`config.mk`:
```
export PLATFORM = sky130hd
export DESIGN_NAME = uart_rx_fifo
export DESIGN_NICKNAME = d
export VERILOG_FILES = /design/src/rtl/uart_rx_fifo.sv
export SDC_FILE = /design/constraint.sdc
export NUM_CORES = 1
export LEC_CHECK = 0
export CAP_MARGIN = 20
export CORE_MARGIN = 4
export CORE_UTILIZATION = 55
export CTS_BUF_LIST = sky130_fd_sc_hd__clkbuf_16
export DETAILED_ROUTE_END_ITERATION = 10
export PLACE_DENSITY = 0.8
export SYNTH_ARGS = -nofsm -noshare
export SYNTH_HDL_FRONTEND = slang
export SYNTH_SLANG_ARGS = --single-unit
```
`constraint.sdc`:
```
create_clock -name clk_i -period 2.26 [get_ports clk_i]
set_input_delay 0.339 -clock clk_i [delete_from_list [all_inputs] [get_ports clk_i]]
set_output_delay 0.339 -clock clk_i [all_outputs]
set_load 0.05 [all_outputs]
```
`src/rtl/uart_rx_fifo.sv`:
```
// Receive byte FIFO behind the UART receiver: show-ahead head, level/status.
// Optional idle-timeout interrupt built only when UART_RX_TIMEOUT_EN is defined.
module uart_rx_fifo #(
  parameter int DEPTH = 16,
  parameter int CW    = $clog2(DEPTH) + 1
) (
  input  logic          clk_i,
  input  logic          rst_ni,
  input  logic [7:0]    rx_data_i,
  input  logic          rx_done_i,
  input  logic          rd_en_i,
  input  logic          clr_i,
  input  logic [CW-1:0] rx_thresh_i,
  input  logic [15:0]   timeout_i,
  output logic [7:0]    rd_data_o,
  output logic [CW-1:0] count_o,
  output logic          empty_o,
  output logic          full_o,
  output logic          overrun_o,
  output logic          thresh_irq_o,
  output logic          timeout_o
);

  localparam int AW = $clog2(DEPTH);
  localparam logic [CW-1:0] FULL_LVL = CW'(DEPTH);

  logic [7:0]    mem [DEPTH];
  logic [AW-1:0] wr_ptr_q;
  logic [AW-1:0] rd_ptr_q;
  logic [CW-1:0] count_q;
  logic          ovr_q;

  logic          empty;
  logic          full;
  logic          push_acc;
  logic          pop_acc;
  logic          drop;

  assign empty = (count_q == '0);
  assign full  = (count_q == FULL_LVL);

  // A pop on a full FIFO frees the slot the push needs.
  assign pop_acc  = rd_en_i & ~empty;
  assign push_acc = rx_done_i & (~full | rd_en_i);
  assign drop     = rx_done_i & full & ~rd_en_i;

  // Storage is deliberately not reset.
  always_ff @(posedge clk_i) begin
    if (push_acc && !clr_i) begin
      mem[wr_ptr_q] <= rx_data_i;
    end
  end

  // Pointers, occupancy and sticky overrun; clr_i wins over push/pop.
  always_ff @(posedge clk_i or negedge rst_ni) begin
    if (!rst_ni) begin
      wr_ptr_q <= '0;
      rd_ptr_q <= '0;
      count_q  <= '0;
      ovr_q    <= 1'b0;
    end else if (clr_i) begin
      wr_ptr_q <= '0;
      rd_ptr_q <= '0;
      count_q  <= '0;
      ovr_q    <= 1'b0;
    end else begin
      if (push_acc) begin
        wr_ptr_q <= wr_ptr_q + 1'b1;
      end
      if (pop_acc) begin
        rd_ptr_q <= rd_ptr_q + 1'b1;
      end
      unique case ({push_acc, pop_acc})
        2'b10:   count_q <= count_q + CW'(1);
        2'b01:   count_q <= count_q - CW'(1);
        default: count_q <= count_q;
      endcase
      if (drop) begin
        ovr_q <= 1'b1;
      end
    end
  end

  assign rd_data_o    = empty ? 8'h00 : mem[rd_ptr_q];
  assign count_o      = count_q;
  assign empty_o      = empty;
  assign full_o       = full;
  assign overrun_o    = ovr_q;
  assign thresh_irq_o = (rx_thresh_i != '0) &&
                        (count_q >= rx_thresh_i);

`ifdef UART_RX_TIMEOUT_EN
  logic [15:0] idle_q;
  logic        idle_rst;

  assign idle_rst = clr_i | push_acc | pop_acc |
                    empty | (timeout_i == 16'd0);

  // Idle counter saturates at the programmed timeout.
  always_ff @(posedge clk_i or negedge rst_ni) begin
    if (!rst_ni) begin
      idle_q <= '0;
    end else if (idle_rst) begin
      idle_q <= '0;
    end else if (idle_q >= timeout_i) begin
      idle_q <= timeout_i;
    end else begin
      idle_q <= idle_q + 16'd1;
    end
  end

  assign timeout_o = (timeout_i != 16'd0) &&
                     (idle_q == timeout_i) && !empty;
`else
  logic unused_timeout;
  assign unused_timeout = ^timeout_i;
  assign timeout_o      = 1'b0;
`endif

endmodule

```
==> qor.csv <==
stage;metric;value;unit
sta;fin_crit_sh;1.10;
routing;vias;3418;
sta;layout_setup_ws;-218;ps
clock_tree;numCtsBuffers;17;
critical_path;cp-end-kind;output pin;
pwr;switchingPower;3280;uW
status;status;finished with violations;
floorplan;rows;37;
placed_design;dp.cells;523;
sta;finalSetupViolations;8;
synthesis;synth_edf_count;128;
layout;fill_cells;546;
placed_design;gp_congestion;0.827;
status;violations;setup timing;
synthesis;syn_inst;334;
clock_tree;cts_tree;built;
pwr;switching_share;0.329;
layout;final_nets;459;
clock_tree;clockRootBuffer;clkbuf_16;
routing;ant_nets;0;
synthesis;synthArstFlopShare;0.0986;
global_route;gr-usage-met3;0.0582;
floorplan;core_area;10400;um2
pwr;peakVddDrop;0.772;mV
routing;wl;13600;um
placed_design;dp_hpwl;7490;um
pwr;power;9960;uW
sta;rsz0062_at_grt;true;
global_route;grt_first_pass_wirelength;20700;um
hold_path;min_path_type;in -> async;
sta;fmax;404;MHz
layout;instances_no_fill;562;
clock_tree;holdBufCountCts;0;
sta;slew_headroom;0.560;
clock_tree;clk_pin_slew;60;ps
floorplan;io_pins;52;
sta;hold_viol;0;
pwr;clkPwrFrac;0.299;
critical_path;startpoint_type;flop;
layout;multi_input_area;1810;um2
global_route;grt_pass1_vias;3463;
global_route;grt_use_met1;0.305;
placed_design;io_buffer_count;34;
sta;slew_viol_final;0;
global_route;grt_use_total;0.225;
critical_path;worstReg2RegStart;count_o[0];
synthesis;ys_seq_elements;142;
synthesis;ys_types;40;
synthesis;avgSynthCellArea;17.8;um2
routing;first_iter_violations;358;
floorplan;start_util;0.571;
pwr;intPower;6690;uW
synthesis;yosys_warnings;0;
layout;synthToLayoutAreaGrowth;28.9;%
routing;drt-wirelength-per-cell;24.1;um
critical_path;cp-startpoint;rd_ptr_q[0];
global_route;busiest_layer;met2;
sta;worst_pin_slew;658;ps
global_route;grt_max_degree;36;
pwr;leakagePower;0.00265;uW
pwr;p_seq_frac;0.307;
pwr;power.density;1300;nW/um2
clock_tree;clk-insertion-delay-late;420;ps
placed_design;pre_cts_ws;-74.5;ps
global_route;use_met2;0.363;
routing;first_pass_iters;7;
critical_path;crit_required;1920;ps
clock_tree;clkSinkCount;142;
job;max_cap_violations;0;
sta;period_needed;2480;ps
clock_tree;clock_path_buffers;2;
floorplan;die_w;112;um
global_route;antenna_found_initial;0;
floorplan;dieArea;12500;um2
layout;drive_gt1_frac;0.364;
critical_path;crit_fanout;9;
synthesis;synth_seq_area_share;0.705;
routing;viasPerCell;6.08;
sta;skew;8.73;ps
clock_tree;htreeDepth;4;
pwr;combPwrFrac;0.394;
layout;n_antenna_cell;0;
sta;fin_hold_ws;330;ps
floorplan;die_h;112;um
routing;route.detailed.drc;0;
synthesis;netlist_area;5950;um2
synthesis;synth-main-ff-cell;edfxtp_1;
synthesis;syn_nets;380;
critical_path;crit_type;reg -> out;
global_route;overflow;0;
critical_path;crit_arrival;2140;ps
layout;regArea;4200;um2
power by group through the flow:
| stage | Combinational [uW] | Clock [uW] | Sequential, uW |
|---|---|---|---|
| CTS | 3830 | 3000 | 3060 |
| finish | 3920 | 2980 | 3060 |
| floorplan | 1940 | 0 | 3240 |
| global route | 4120 | 3160 | 3070 |
| global placement | 3360 | 0 | 3100 |
| detailed placement | 3440 | 0 | 3110 |
repair_timing:
item                                    in CTS  in global routing
pin swaps                                    5                  6
endpoints found under the setup margin       9                 11
setup buffers                                3                  4
gates resized for setup                     33                 11
cloned                                       1                  0
layout make-up:
cell class,instances,share of cell area
clock inverters,15,0.0271
clock buffers,17,0.0554
well taps,136,0.0222
repair buffers,75,0.105
multi-input cells,163,0.236
flip-flops and latches,142,0.548
inverters,14,0.00685
state kept, by name, summed over array words and instances, names as in the netlist:
name / count
mem: 128
count_o: 5
rd_ptr_q: 4
wr_ptr_q: 4
overrun_o: 1
worst paths after layout:
path,to,slack [ps],cells after the start
min in group clk_i,overrun_o,520,2
setup reg to reg,count_o[4],110,9
setup / recovery,rd_data_o[4],-220,5
hold / removal,count_o[3],330,1
max in group asynchronous,rd_ptr_q[0],1460,1
hold reg to reg,overrun_o,520,2
logic make-up after synthesis:
logic type	Yosys count	synth area share
flops	142	0.705
other cells	1	0.000630
simple gates	62	0.0503
fa+ha+maj	12	0.0252
compound gates	29	0.0324
xor+xnor	9	0.0132
mux	50	0.152
buf+inv	29	0.0214
critical path, cell delays in order (launching register included):
cell	delay, ps
dfrtp_2	470
buf_12	180
mux4_2	530
mux2i_2	220
o22ai_2	150
buf_12	170
cell usage in the layout (no fill, tap or decap), types with 8 or more instances in the layout:
| master | synthesis | layout |
|---|---|---|
| buf_12 | 0 | 14 |
| buf_4 | 1 | 35 |
| clkbuf_16 | 0 | 17 |
| clkdlybuf4s50_1 | 0 | 23 |
| dfrtp_1 | 14 | 8 |
| edfxtp_1 | 128 | 128 |
| ha_1 | 12 | 12 |
| inv_1 | 14 | 13 |
| mux4_2 | 32 | 32 |
| nand2_1 | 11 | 9 |
| nor2_1 | 32 | 32 |
| o22ai_2 | 0 | 8 |
synth_stat cells, types with 2 or more instances:
cell      instances  area [um2]
mux4_2           32         721
inv_1            14        52.6
dfrtp_1          14         350
nand3_1           3        15.0
buf_2             6        30.0
or3_1             3        18.8
ha_1             12         150
o22ai_1           9        56.3
nor2_1           32         120
mux2i_1          17         170
a31oi_1           2        12.5
nand2b_1          3        18.8
a21oi_1           6        30.0
o21ai_0           3        15.0
edfxtp_1        128        3840
xnor2_1           3        26.3
nor3_1            2        10.0
nand2_1          11        41.3
a21oi_2           3        26.3
clkbuf_1          6        22.5
xor2_1            6        52.6
metrics by stage:
step / cell area (um2) / util / setup TNS [ps]
2_1_floorplan: 5960 / - / -1330
6_report: 7670 / 0.737 / -1470
3_5_place_dp: 6790 / 0.651 / -74.5
5_1_grt: 7670 / 0.737 / -2030
4_1_cts: 7610 / 0.731 / -1630
3_3_place_gp: 6790 / 0.651 / -4.18
routing by layer:
layer,vias to the layer above,part of all wire
li1,1476,-
met1,1753,0.38
met2,164,0.52
met3,25,0.071
met4,0,0.022
met5,-,0
Note: power is estimated with default switching activity, not from simulation.
